--- src/rtl/flight_mode_controller_if.sv ---
// Command handshake between the flight command source and the flight mode controller.
interface flight_mode_controller_if;
  logic       cmd_valid;
  logic [2:0] cmd;
  logic       cmd_ready;

  modport master (output cmd_valid, output cmd, input cmd_ready);
  modport slave  (input cmd_valid, input cmd, output cmd_ready);
endinterface

--- src/rtl/flight_mode_controller.sv ---
// Flight command sequencer: drives the one-hot velocity/position selects for the axis
// datapath, sequences warp jumps (charge, warp, cooldown) and bounds stealth duration.
module flight_mode_controller #(
  parameter int WARP_CHARGE   = 8,
  parameter int WARP_COOLDOWN = 16,
  parameter int STEALTH_LIMIT = 32
) (
  input  logic                      clk,
  input  logic                      reset,
  flight_mode_controller_if.slave   cmd_bus,
  output logic [3:0]                mode_selector,
  output logic [3:0]                pos_selector,
  output logic                      warp_busy,
  output logic                      cmd_reject,
  output logic                      stealth_timeout
);

  localparam int PH_MAX = (WARP_CHARGE > WARP_COOLDOWN) ? WARP_CHARGE : WARP_COOLDOWN;
  localparam int PH_W   = (PH_MAX > 1) ? $clog2(PH_MAX) : 1;
  localparam int ST_W   = $clog2(STEALTH_LIMIT);

  localparam logic [PH_W-1:0] CHARGE_LOAD = PH_W'(WARP_CHARGE - 1);
  localparam logic [PH_W-1:0] COOL_LOAD   = PH_W'(WARP_COOLDOWN - 1);
  localparam logic [ST_W-1:0] ST_LAST     = ST_W'(STEALTH_LIMIT - 1);

  localparam logic [3:0] MODE_STOP    = 4'b0001;
  localparam logic [3:0] MODE_DEFENSE = 4'b0100;
  localparam logic [3:0] MODE_STEALTH = 4'b1000;
  localparam logic [3:0] POS_ZERO     = 4'b0001;
  localparam logic [3:0] POS_NORMAL   = 4'b0010;
  localparam logic [3:0] POS_WARP     = 4'b0100;

  typedef enum logic [2:0] {INIT, CRUISE, CHARGE, WARP, COOLDOWN} state_t;

  state_t          state_q, state_d;
  logic [PH_W-1:0] phase_q, phase_d;
  logic [3:0]      mode_q, mode_d;
  logic [ST_W-1:0] stealth_cnt_q, stealth_cnt_d;
  logic [3:0]      mode_sel_q, mode_sel_d;
  logic [3:0]      pos_sel_q, pos_sel_d;
  logic            ready_q, ready_d;
  logic            busy_q, busy_d;
  logic            reject_q, reject_d;
  logic            timeout_q, timeout_d;
  logic            accept, mode_cmd, in_stealth, limit_hit;

  always_ff @(posedge clk) begin
    if (reset) begin
      state_q       <= INIT;
      phase_q       <= '0;
      mode_q        <= MODE_STOP;
      stealth_cnt_q <= '0;
      mode_sel_q    <= MODE_STOP;
      pos_sel_q     <= POS_ZERO;
      ready_q       <= 1'b0;
      busy_q        <= 1'b0;
      reject_q      <= 1'b0;
      timeout_q     <= 1'b0;
    end else begin
      state_q       <= state_d;
      phase_q       <= phase_d;
      mode_q        <= mode_d;
      stealth_cnt_q <= stealth_cnt_d;
      mode_sel_q    <= mode_sel_d;
      pos_sel_q     <= pos_sel_d;
      ready_q       <= ready_d;
      busy_q        <= busy_d;
      reject_q      <= reject_d;
      timeout_q     <= timeout_d;
    end
  end

  // cmd_ready is only high in CRUISE/COOLDOWN, so accept implies one of those states
  always_comb begin
    state_d       = state_q;
    phase_d       = phase_q;
    mode_d        = mode_q;
    stealth_cnt_d = stealth_cnt_q;
    accept        = cmd_bus.cmd_valid & ready_q;
    mode_cmd      = accept && (cmd_bus.cmd <= 3'd3);
    in_stealth    = (mode_sel_q == MODE_STEALTH);
    limit_hit     = in_stealth && (stealth_cnt_q == ST_LAST) && !mode_cmd;
    reject_d      = accept && (((state_q == CRUISE) && (cmd_bus.cmd >= 3'd5)) ||
                               ((state_q == COOLDOWN) && (cmd_bus.cmd >= 3'd4)));
    timeout_d     = limit_hit;

    unique case (state_q)
      INIT:   state_d = CRUISE;
      CRUISE: begin
        if (accept && (cmd_bus.cmd == 3'd4)) begin
          state_d = CHARGE;
          phase_d = CHARGE_LOAD;
        end
      end
      CHARGE: begin
        if (phase_q == '0) state_d = WARP;
        else               phase_d = phase_q - PH_W'(1);
      end
      WARP: begin
        state_d = COOLDOWN;
        phase_d = COOL_LOAD;
      end
      COOLDOWN: begin
        if (phase_q == '0) state_d = CRUISE;
        else               phase_d = phase_q - PH_W'(1);
      end
      default: state_d = INIT;
    endcase

    if (mode_cmd)       mode_d = MODE_STOP << cmd_bus.cmd[1:0];
    else if (limit_hit) mode_d = MODE_DEFENSE;

    if (limit_hit || (mode_cmd && (cmd_bus.cmd == 3'd3))) stealth_cnt_d = '0;
    else if (in_stealth)                                  stealth_cnt_d = stealth_cnt_q + ST_W'(1);
    else                                                  stealth_cnt_d = '0;
  end

  // Outputs are decoded from the next state so they land in the same cycle as the state
  always_comb begin
    mode_sel_d = MODE_STOP;
    pos_sel_d  = POS_ZERO;
    ready_d    = 1'b0;
    busy_d     = 1'b0;
    unique case (state_d)
      INIT: ;
      CRUISE: begin
        mode_sel_d = mode_d;
        pos_sel_d  = POS_NORMAL;
        ready_d    = 1'b1;
      end
      CHARGE: begin
        pos_sel_d = POS_NORMAL;
        busy_d    = 1'b1;
      end
      WARP: begin
        pos_sel_d = POS_WARP;
        busy_d    = 1'b1;
      end
      COOLDOWN: begin
        mode_sel_d = mode_d;
        pos_sel_d  = POS_NORMAL;
        ready_d    = 1'b1;
        busy_d     = 1'b1;
      end
      default: ;
    endcase
  end

  assign cmd_bus.cmd_ready = ready_q;
  assign mode_selector     = mode_sel_q;
  assign pos_selector      = pos_sel_q;
  assign warp_busy         = busy_q;
  assign cmd_reject        = reject_q;
  assign stealth_timeout   = timeout_q;

endmodule

--- src/flat_wrapper.sv ---
// flat-port wrapper written by rule: the top's interface ports become plain ports
module flight_mode_controller_flat 
#(
  parameter int WARP_CHARGE   = 8,
  parameter int WARP_COOLDOWN = 16,
  parameter int STEALTH_LIMIT = 32
)
  (clk, reset, mode_selector, pos_selector, warp_busy, cmd_reject, stealth_timeout, cmd_bus_cmd_valid, cmd_bus_cmd, cmd_bus_cmd_ready);
  flight_mode_controller_if cmd_bus_i ();
  input  logic clk;
  input  logic reset;
  output logic [3:0] mode_selector;
  output logic [3:0] pos_selector;
  output logic warp_busy;
  output logic cmd_reject;
  output logic stealth_timeout;
  input wire logic [$bits(cmd_bus_i.cmd_valid)-1:0] cmd_bus_cmd_valid;
  input wire logic [$bits(cmd_bus_i.cmd)-1:0] cmd_bus_cmd;
  output wire logic [$bits(cmd_bus_i.cmd_ready)-1:0] cmd_bus_cmd_ready;
  assign cmd_bus_i.cmd_valid = cmd_bus_cmd_valid;
  assign cmd_bus_i.cmd = cmd_bus_cmd;
  assign cmd_bus_cmd_ready = cmd_bus_i.cmd_ready;
  flight_mode_controller #(.WARP_CHARGE(WARP_CHARGE), .WARP_COOLDOWN(WARP_COOLDOWN), .STEALTH_LIMIT(STEALTH_LIMIT)) u_core (.clk(clk), .reset(reset), .cmd_bus(cmd_bus_i), .mode_selector(mode_selector), .pos_selector(pos_selector), .warp_busy(warp_busy), .cmd_reject(cmd_reject), .stealth_timeout(stealth_timeout));
endmodule
--- config.mk ---
export PLATFORM = sky130hd
export DESIGN_NAME = flight_mode_controller_flat
export DESIGN_NICKNAME = d
export VERILOG_FILES = /design/src/rtl/flight_mode_controller_if.sv /design/src/rtl/flight_mode_controller.sv /design/src/flat_wrapper.sv
export SDC_FILE = /design/constraint.sdc
export NUM_CORES = 1
export LEC_CHECK = 0
export CAP_MARGIN = 25
export CORE_MARGIN = 3
export CORE_UTILIZATION = 41
export DETAILED_ROUTE_END_ITERATION = 8
export SLEW_MARGIN = 20
export SYNTH_ARGS = -nofsm -noshare
export SYNTH_HDL_FRONTEND = slang
export SYNTH_SLANG_ARGS = --single-unit
--- constraint.sdc ---
create_clock -name clk -period 3.3 [get_ports clk]
set_input_delay 0.66 -clock clk [delete_from_list [all_inputs] [get_ports clk]]
set_output_delay 0.66 -clock clk [all_outputs]
set_load 0.01 [all_outputs]
# Word-level counts from Yosys, hierarchy flattened
# Cells that the tools add are included.
# W data, S select, Z words.
# classes
mux	12
bitwise	3
eq_ne	14
shifts	1
magnitude_cmp	3
addsub	2
reduce_logical	21
# ops
operator	count
$mux W4	4
$eq A3 B2 Y1 const B	5
$pmux W3 S5	1
$pmux W4 S3	1
$eq A3 B3 Y1 const B	3
$mux W3	3
$reduce_or A3 Y1	3
$logic_and A1 B1 Y1	8
$eq A3 B1 Y1 const B	2
$ge A3 B3 Y1 const B	2
$pmux W3 S2	1
$reduce_or A2 Y1	3
$add A5 B1 Y5 const B	1
$eq A5 B5 Y1 const B	1
$eq A4 B4 Y1 const B	1
$logic_not A4 Y1	1
$ne A2 B2 Y1 const B	2
$shl A1 B2 Y4 const A	1
$sub A4 B1 Y4 const B	1
$le A3 B2 Y1 const B	1
$logic_not A3 Y1	1
$reduce_and A3 Y1	1
$reduce_bool A3 Y1	1
$logic_or A1 B1 Y1	2
other kinds (4)	6
# totals
register_bits	28
out_inout_bits	12
word_cells	66

# Depth between registers and ports, before layout
# Gate-level depths: netlist of run 1.
# depth
word_depth	8
mapped_depth	6
mapped_depth_nobuf	6

# Least setup slack after synthesis of run 1
# OpenSTA, ideal clock, no wires.
# synth_path
path_kind	input port to flip-flop
from	in cmd_bus_cmd[0]
to	reg u_core.phase_q[3]
cell_stages	4
n_path_buf	0
arrival_time_ps	1585
slack_ps	1584
setup_ps	131
cell_sequence	or3b_1 > nor3_2 > a2bb2oi_1 > o22ai_1
# synth_via
elab_chain_len	4
# synth_rtl
element	line_no	text
from (decl)	flat_wrapper.sv:18	input wire logic [$bits(cmd_bus_i.cmd)-1:0] cmd_bus_cmd;
$eq A3 B3 Y1	flight_mode_controller.sv:90	if (accept && (cmd_bus.cmd == 3'd4)) begin
$logic_and A1 B1 Y1	flight_mode_controller.sv:90	
$ne A2 B2 Y1 (no source line)	-	
$reduce_and A3 Y1 (no source line)	-	
to (signal assigned)	flight_mode_controller.sv:61	phase_q <= phase_d;
to (decl)	flight_mode_controller.sv:36	logic [PH_W-1:0] phase_q, phase_d;
# No other way between the ends.
# A chain may end at the register's enable or synchronous reset.

# Final worst setup path of run 1
# layout_path
from	in cmd_bus_cmd[1]
to	reg u_core.phase_q[3]
# The elaborated chain is that of the path after synthesis.

==> results of run 1 <==
[cell type report]
type	instances	area share [%]
inverter	8	2.24
clock buffer	3	1.68
sequential	27	40.3
multi-input combinational	82	40.7
tap	30	2.80
clock inverter	1	0.373
timing repair buffer	16	11.9
[per-stage QoR]
stage | worst slack (ns) | hold slack [ns]
global route | 1.14 | 0.516
finish | 1.25 | 0.484
global placement | 0.958 | 0.434
detailed placement | 0.917 | 0.453
floorplan | 1.58 | 0.418
CTS | 1.27 | 0.481
[cell usage in the layout, fill, tap and decap left out, types with 2 or more instances in the layout]
cell type        synthesis  routed
clkdlybuf4s50_1          0      16
or3b_1                   2       2
xnor2_1                  2       2
ha_1                     4       4
a21oi_1                  5       5
nor2b_1                  2       2
o311a_1                  2       2
o21ai_0                  3       3
inv_1                    8       8
a31oi_1                  2       2
nor2_1                  15      15
o32a_1                   2       2
nand3b_1                 2       2
nor3_1                   6       6
dfxtp_1                 27      27
clkbuf_4                 0       3
o211ai_1                 2       2
nand3_1                  4       4
nand2_1                  4       4
a211oi_1                 2       2
[kinds of logic after synthesis]
family / Yosys count / share of synthesized area (%)
other: 1 / 0.327
AOI/OAI and AO/OA: 26 / 16.7
adders and majority gates: 5 / 5.23
buffers and inverters: 14 / 5.34
DFF: 27 / 47.1
and+or+nand+nor: 47 / 23.0
xor gates and xnor gates: 3 / 2.29
[layer usage]
| metal | vias to the layer above | wire length, µm | track usage, % |
|---|---|---|---|
| met4 | 0 | 34 | 8.09 |
| met1 | 424 | 1060 | 17.8 |
| li1 | 466 | - | - |
| met2 | 21 | 1040 | 20.3 |
| met3 | 4 | 101 | 2.85 |
| met5 | - | 0 | 0 |
[worst max-delay path, cell delays in order]
cell             delay (ns)
clkdlybuf4s50_1        0.50
or3b_1                 0.42
nor3_2                 0.35
a2bb2oi_1              0.21
o22ai_1                0.09
[flip-flops by register name, summed over array words and instances, names as in the netlist]
register / count
u_core.cmd_bus.cmd_ready: 1
u_core.cmd_reject: 1
u_core.mode_q: 4
u_core.mode_selector: 4
u_core.phase_q: 4
u_core.pos_selector: 3
u_core.state_q: 3
u_core.stealth_cnt_q: 5
u_core.stealth_timeout: 1
u_core.warp_busy: 1
[power by group through the flow]
stage          combinational [W]  clock [W]  sequential, W
6_report               0.0000444   0.000142       0.000339
5_1_grt                0.0000488   0.000164       0.000340
4_1_cts                0.0000443   0.000149       0.000339
3_5_place_dp           0.0000441          0       0.000346
3_3_place_gp           0.0000434          0       0.000346
2_1_floorplan          0.0000249          0       0.000345
[path summary, 6_finish.rpt]
kind | slack (ns) | start | to
min reg2reg | 0.48 | u_core.stealth_cnt_q[0] | u_core.stealth_cnt_q[0]
max | 1.25 | cmd_bus_cmd[1] | u_core.phase_q[3]
min | 0.48 | u_core.stealth_cnt_q[0] | u_core.stealth_cnt_q[0]
max reg2reg | 1.49 | u_core.phase_q[0] | u_core.phase_q[2]
==> results_dict.tcl, run 1 <==
set metrics [dict create \
    coreArea_mm2 0.00257 \
    drc_errors 0 \
    routabilityCongestion 0.810 \
    synth_most_common_cell "dfxtp_1" \
    finalHoldViolCount 0 \
    drt_wl_total_um 2240 \
    worstSkewPairLatency_ns 0.32 \
    grt_pass1_wl_um 3510 \
    layout-drive-gt1-share_pct 6.57 \
    multi_input_area_um2 546 \
    p_switching_w 0.000125 \
    portBuffers 16 \
    ys_seq_area_share_pct 47.1 \
    yosysUniqueCellTypes 44 \
    synth-edff-count 0 \
    cts_buffers 3 \
    n_fill_cell 262 \
    seqPwrFrac_pct 64.5 \
    row_count 18 \
    p_leak_nw 0.521 \
    maxSlewHeadroom_pct 57.2 \
    initial_core_util_pct 44.7 \
    slew_viol_final 0 \
    synthArstFlopShare_pct 0 \
    synth_common_cells "dfxtp_1, nor2_1, inv_1, nor3_1, a21oi_1" \
    antenna_found_initial 0 \
    cts_tree "done" \
    p_per_area_mw_per_mm2 392 \
    synth_area_leaders "dfxtp_1, nor2_1, ha_1" \
    htreeDepth 1 \
    comb_power_share_pct 8.5 \
    synth_ff_type "dfxtp_1" \
    syn_to_final_growth_pct 16.9 \
    yosysTopAreaCell "dfxtp_1" \
    fp.dieW_um 58.9 \
    vias 915 \
    syn_avg_cell_area_um2 9.33 \
    tns_ns 0 \
    clk_pin_slew_ns 0.15 \
    hold_class "register to register" \
    cts-root-buf "clkbuf_4" \
    post-route-min-period_ns 2.05 \
    synth-seq-cells 27 \
    p_total_w 0.000525 \
    nets 148 \
    final_core_util_pct 52.2 \
    syn_nets 133 \
    switching_share_pct 23.8 \
    maxCapViolCount 0 \
    grt_max_degree 18 \
    viasPerCell 5.48 \
    num_io_pins 18 \
    register_area_um2 541 \
    post-route-period-util_pct 62.2 \
    dpl_cell_area_mm2 0.00131 \
    finClkSkew_ns 0.0113 \
    outcome "completed" \
    die_area_mm2 0.00347 \
    setup-violations-final 0 \
    firstDrtPassIters 5 \
    dp.cells 163 \
    path_max_fanout 7 \
    min_path_cells 1 \
    power_frac_clock_pct 27.1 \
    internal_power_w 0.000400 \
    grt.total_usage_pct 13.6 \
    worstPathRequired_ns 3.49 \
    grt_pass1_vias 800 \
    ant_nets 0 \
    tightest_slew_ns 0.641 \
    hpwl_um 1630 \
    max_freq_mhz 488 \
    drtIter0Drc 41 \
    routedWlPerCell_um 13.4 \
    rsz0062_at_grt "no" \
    ctsHoldBuffers 0 \
    crit_type "input pin to register" \
    final_cells 167 \
    synth_area_mm2 0.00115 \
    antenna_cells 0 \
    overflow 0 \
    cts_sinks 27 \
    arrival_ns 2.24 \
    finalInstanceArea_mm2 0.00134 \
    ctsLongestPathBuffers 2 \
    cts_resized 0 \
    rr_worst_depth 6 \
    syn_inst 123 \
    dieHeight_um 58.9 \
    yosys_warnings 0 \
    cts_setup_buffers 0 \
    irDropWorstVdd_mv 0.204 \
    endpoint_kind "register" \
    startpoint_type "input pin" \
    yosysTopAreaCellShare_pct 47.1 \
]
No activity file was read; power rests on OpenSTA's default activity.
==> run 2: changes to the inputs <==
Settings changed: PLACE_DENSITY set to 0.66.
Clock period 3.3 ns to 1.7 ns, I/O delays scaled along.
==> results_dict.tcl, run 2 (synthesis gave the netlist of run 1 again) <==
set metrics [dict create \
    outcome "finished with violations" \
    violations "setup timing" \
    met3_usage_pct 4.61 \
    viasPerCell 5.59 \
    firstDrtPassIters 4 \
    mostFrequentLayoutCell "dfxtp_1" \
    max_freq_mhz 584 \
    ctsLongestPathBuffers 2 \
    grt-busiest-layer "met2" \
    cts_buffers 3 \
    antenna_found_initial 0 \
    endpoint_kind "register" \
    final.setup.worst_slack_ns -0.0114 \
    initial_core_util_pct 44.7 \
    cts_sinks 27 \
    nets 162 \
    final_cells 181 \
    htreeDepth 1 \
    startpoint_type "register" \
    min_path_cells 1 \
    use_met2_pct 27.1 \
    grt_pass1_wl_um 4190 \
    p_per_area_mw_per_mm2 716 \
    hold_class "register to register" \
    drt_wl_total_um 2430 \
    vias 1012 \
    post-route-min-period_ns 1.71 \
    rr_worst_depth 6 \
    drtIter0Drc 20 \
    finalHoldViolCount 0 \
    cts_setup_buffers 0 \
    dieHeight_um 58.9 \
    use_met1_pct 19.1 \
    clk_pin_slew_ns 0.15 \
    hpwl_um 1870 \
    cts_tree "done" \
    post-route-period-util_pct 101 \
    fp.dieW_um 58.9 \
    die_area_mm2 0.00347 \
    dp.cells 177 \
    worstPathRequired_ns 1.99 \
    syn_to_final_growth_pct 28.5 \
    finClkSkew_ns 0.00277 \
    cts-root-buf "clkbuf_4" \
    grt_max_degree 17 \
    drc_errors 0 \
    ctsHoldBuffers 0 \
    p_leak_nw 0.585 \
    slew_viol_final 0 \
    largest_register_ffs 5 \
    coreArea_mm2 0.00257 \
    arrival_ns 2.00 \
    hold_start "u_core.stealth_cnt_q[0]" \
    final_cell_mix "dfxtp_1, clkdlybuf4s50_1, nor2_1" \
    worstSkewPairLatency_ns 0.33 \
    regMostFlops "u_core.stealth_cnt_q" \
    place_ws_ns -0.141 \
    grt.total_usage_pct 15.7 \
    overflow 0 \
    crit_type "register to register" \
    ant_nets 0 \
    layout-drive-gt1-share_pct 21.2 \
    hold_ws_ns 0.432 \
    antenna_cells 0 \
    path_max_fanout 7 \
    irDropWorstVdd_mv 0.789 \
    routedWlPerCell_um 13.4 \
    rsz0062_at_grt "yes" \
    num_io_pins 18 \
    setup-violations-final 2 \
    r2r-start "u_core.phase_q[0]" \
    maxCapViolCount 0 \
    routabilityCongestion 0.794 \
    crit_start "u_core.phase_q[0]" \
    row_count 18 \
    portBuffers 16 \
    grt_pass1_vias 979 \
]
[run 2: final timing paths]
kind	end	slack, ns
hold / removal	u_core.stealth_cnt_q[0]	0.43
setup / recovery	u_core.phase_q[1]	-0.01
setup reg to reg	u_core.phase_q[1]	-0.01
hold reg to reg	u_core.stealth_cnt_q[0]	0.43
[run 2: cell type report]
type	instances	area [µm²]
Clock buffer	3	22.5
Sequential cell	27	544
Fill cell	232	1090
Timing Repair Buffer	30	265
Inverter	8	30.0
Tap cell	30	37.5
Multi-Input combinational cell	82	567
Clock inverter	1	7.51
[run 2: stage by stage]
step | setup TNS [ns] | area [µm²] | utilization, % | total power (W)
after floorplan | 0 | 1150 | - | 0.000719
after global placement | -0.658 | 1420 | 55.3 | 0.000772
after detailed placement | -0.860 | 1420 | 55.3 | 0.000774
after CTS | -0.0992 | 1470 | 57.2 | 0.00106
after global routing | -0.359 | 1470 | 57.4 | 0.00110
final | -0.0189 | 1470 | 57.4 | 0.00105
[run 2: what timing repair did]
item | in CTS | in global routing
setup endpoints to repair | 5 | 7
pin swaps | 6 | 7
gates resized for setup | 8 | 2
[run 2: worst max-delay path, cell delays in order (launching register included)]
cell,delay (ns)
dfxtp_2,0.35
inv_2,0.07
ha_4,0.13
or4b_4,0.46
a32o_2,0.28
o211ai_1,0.19
o311a_1,0.18
[run 2: power breakdown]
part | leakage (nW) | switching, W | total [W] | internal (W)
logic | 0.350 | 0.0000509 | 0.000107 | 0.0000565
clock network | 0.0139 | 0.000201 | 0.000291 | 0.0000902
registers | 0.221 | 0.00000892 | 0.000656 | 0.000647
[run 2: metal layers]
metal  routed length [µm]  vias to the layer above
met3                  143                        2
li1                     -                      493
met1                 1050                      485
met4                   19                        0
met5                    0                        -
met2                 1220                       32
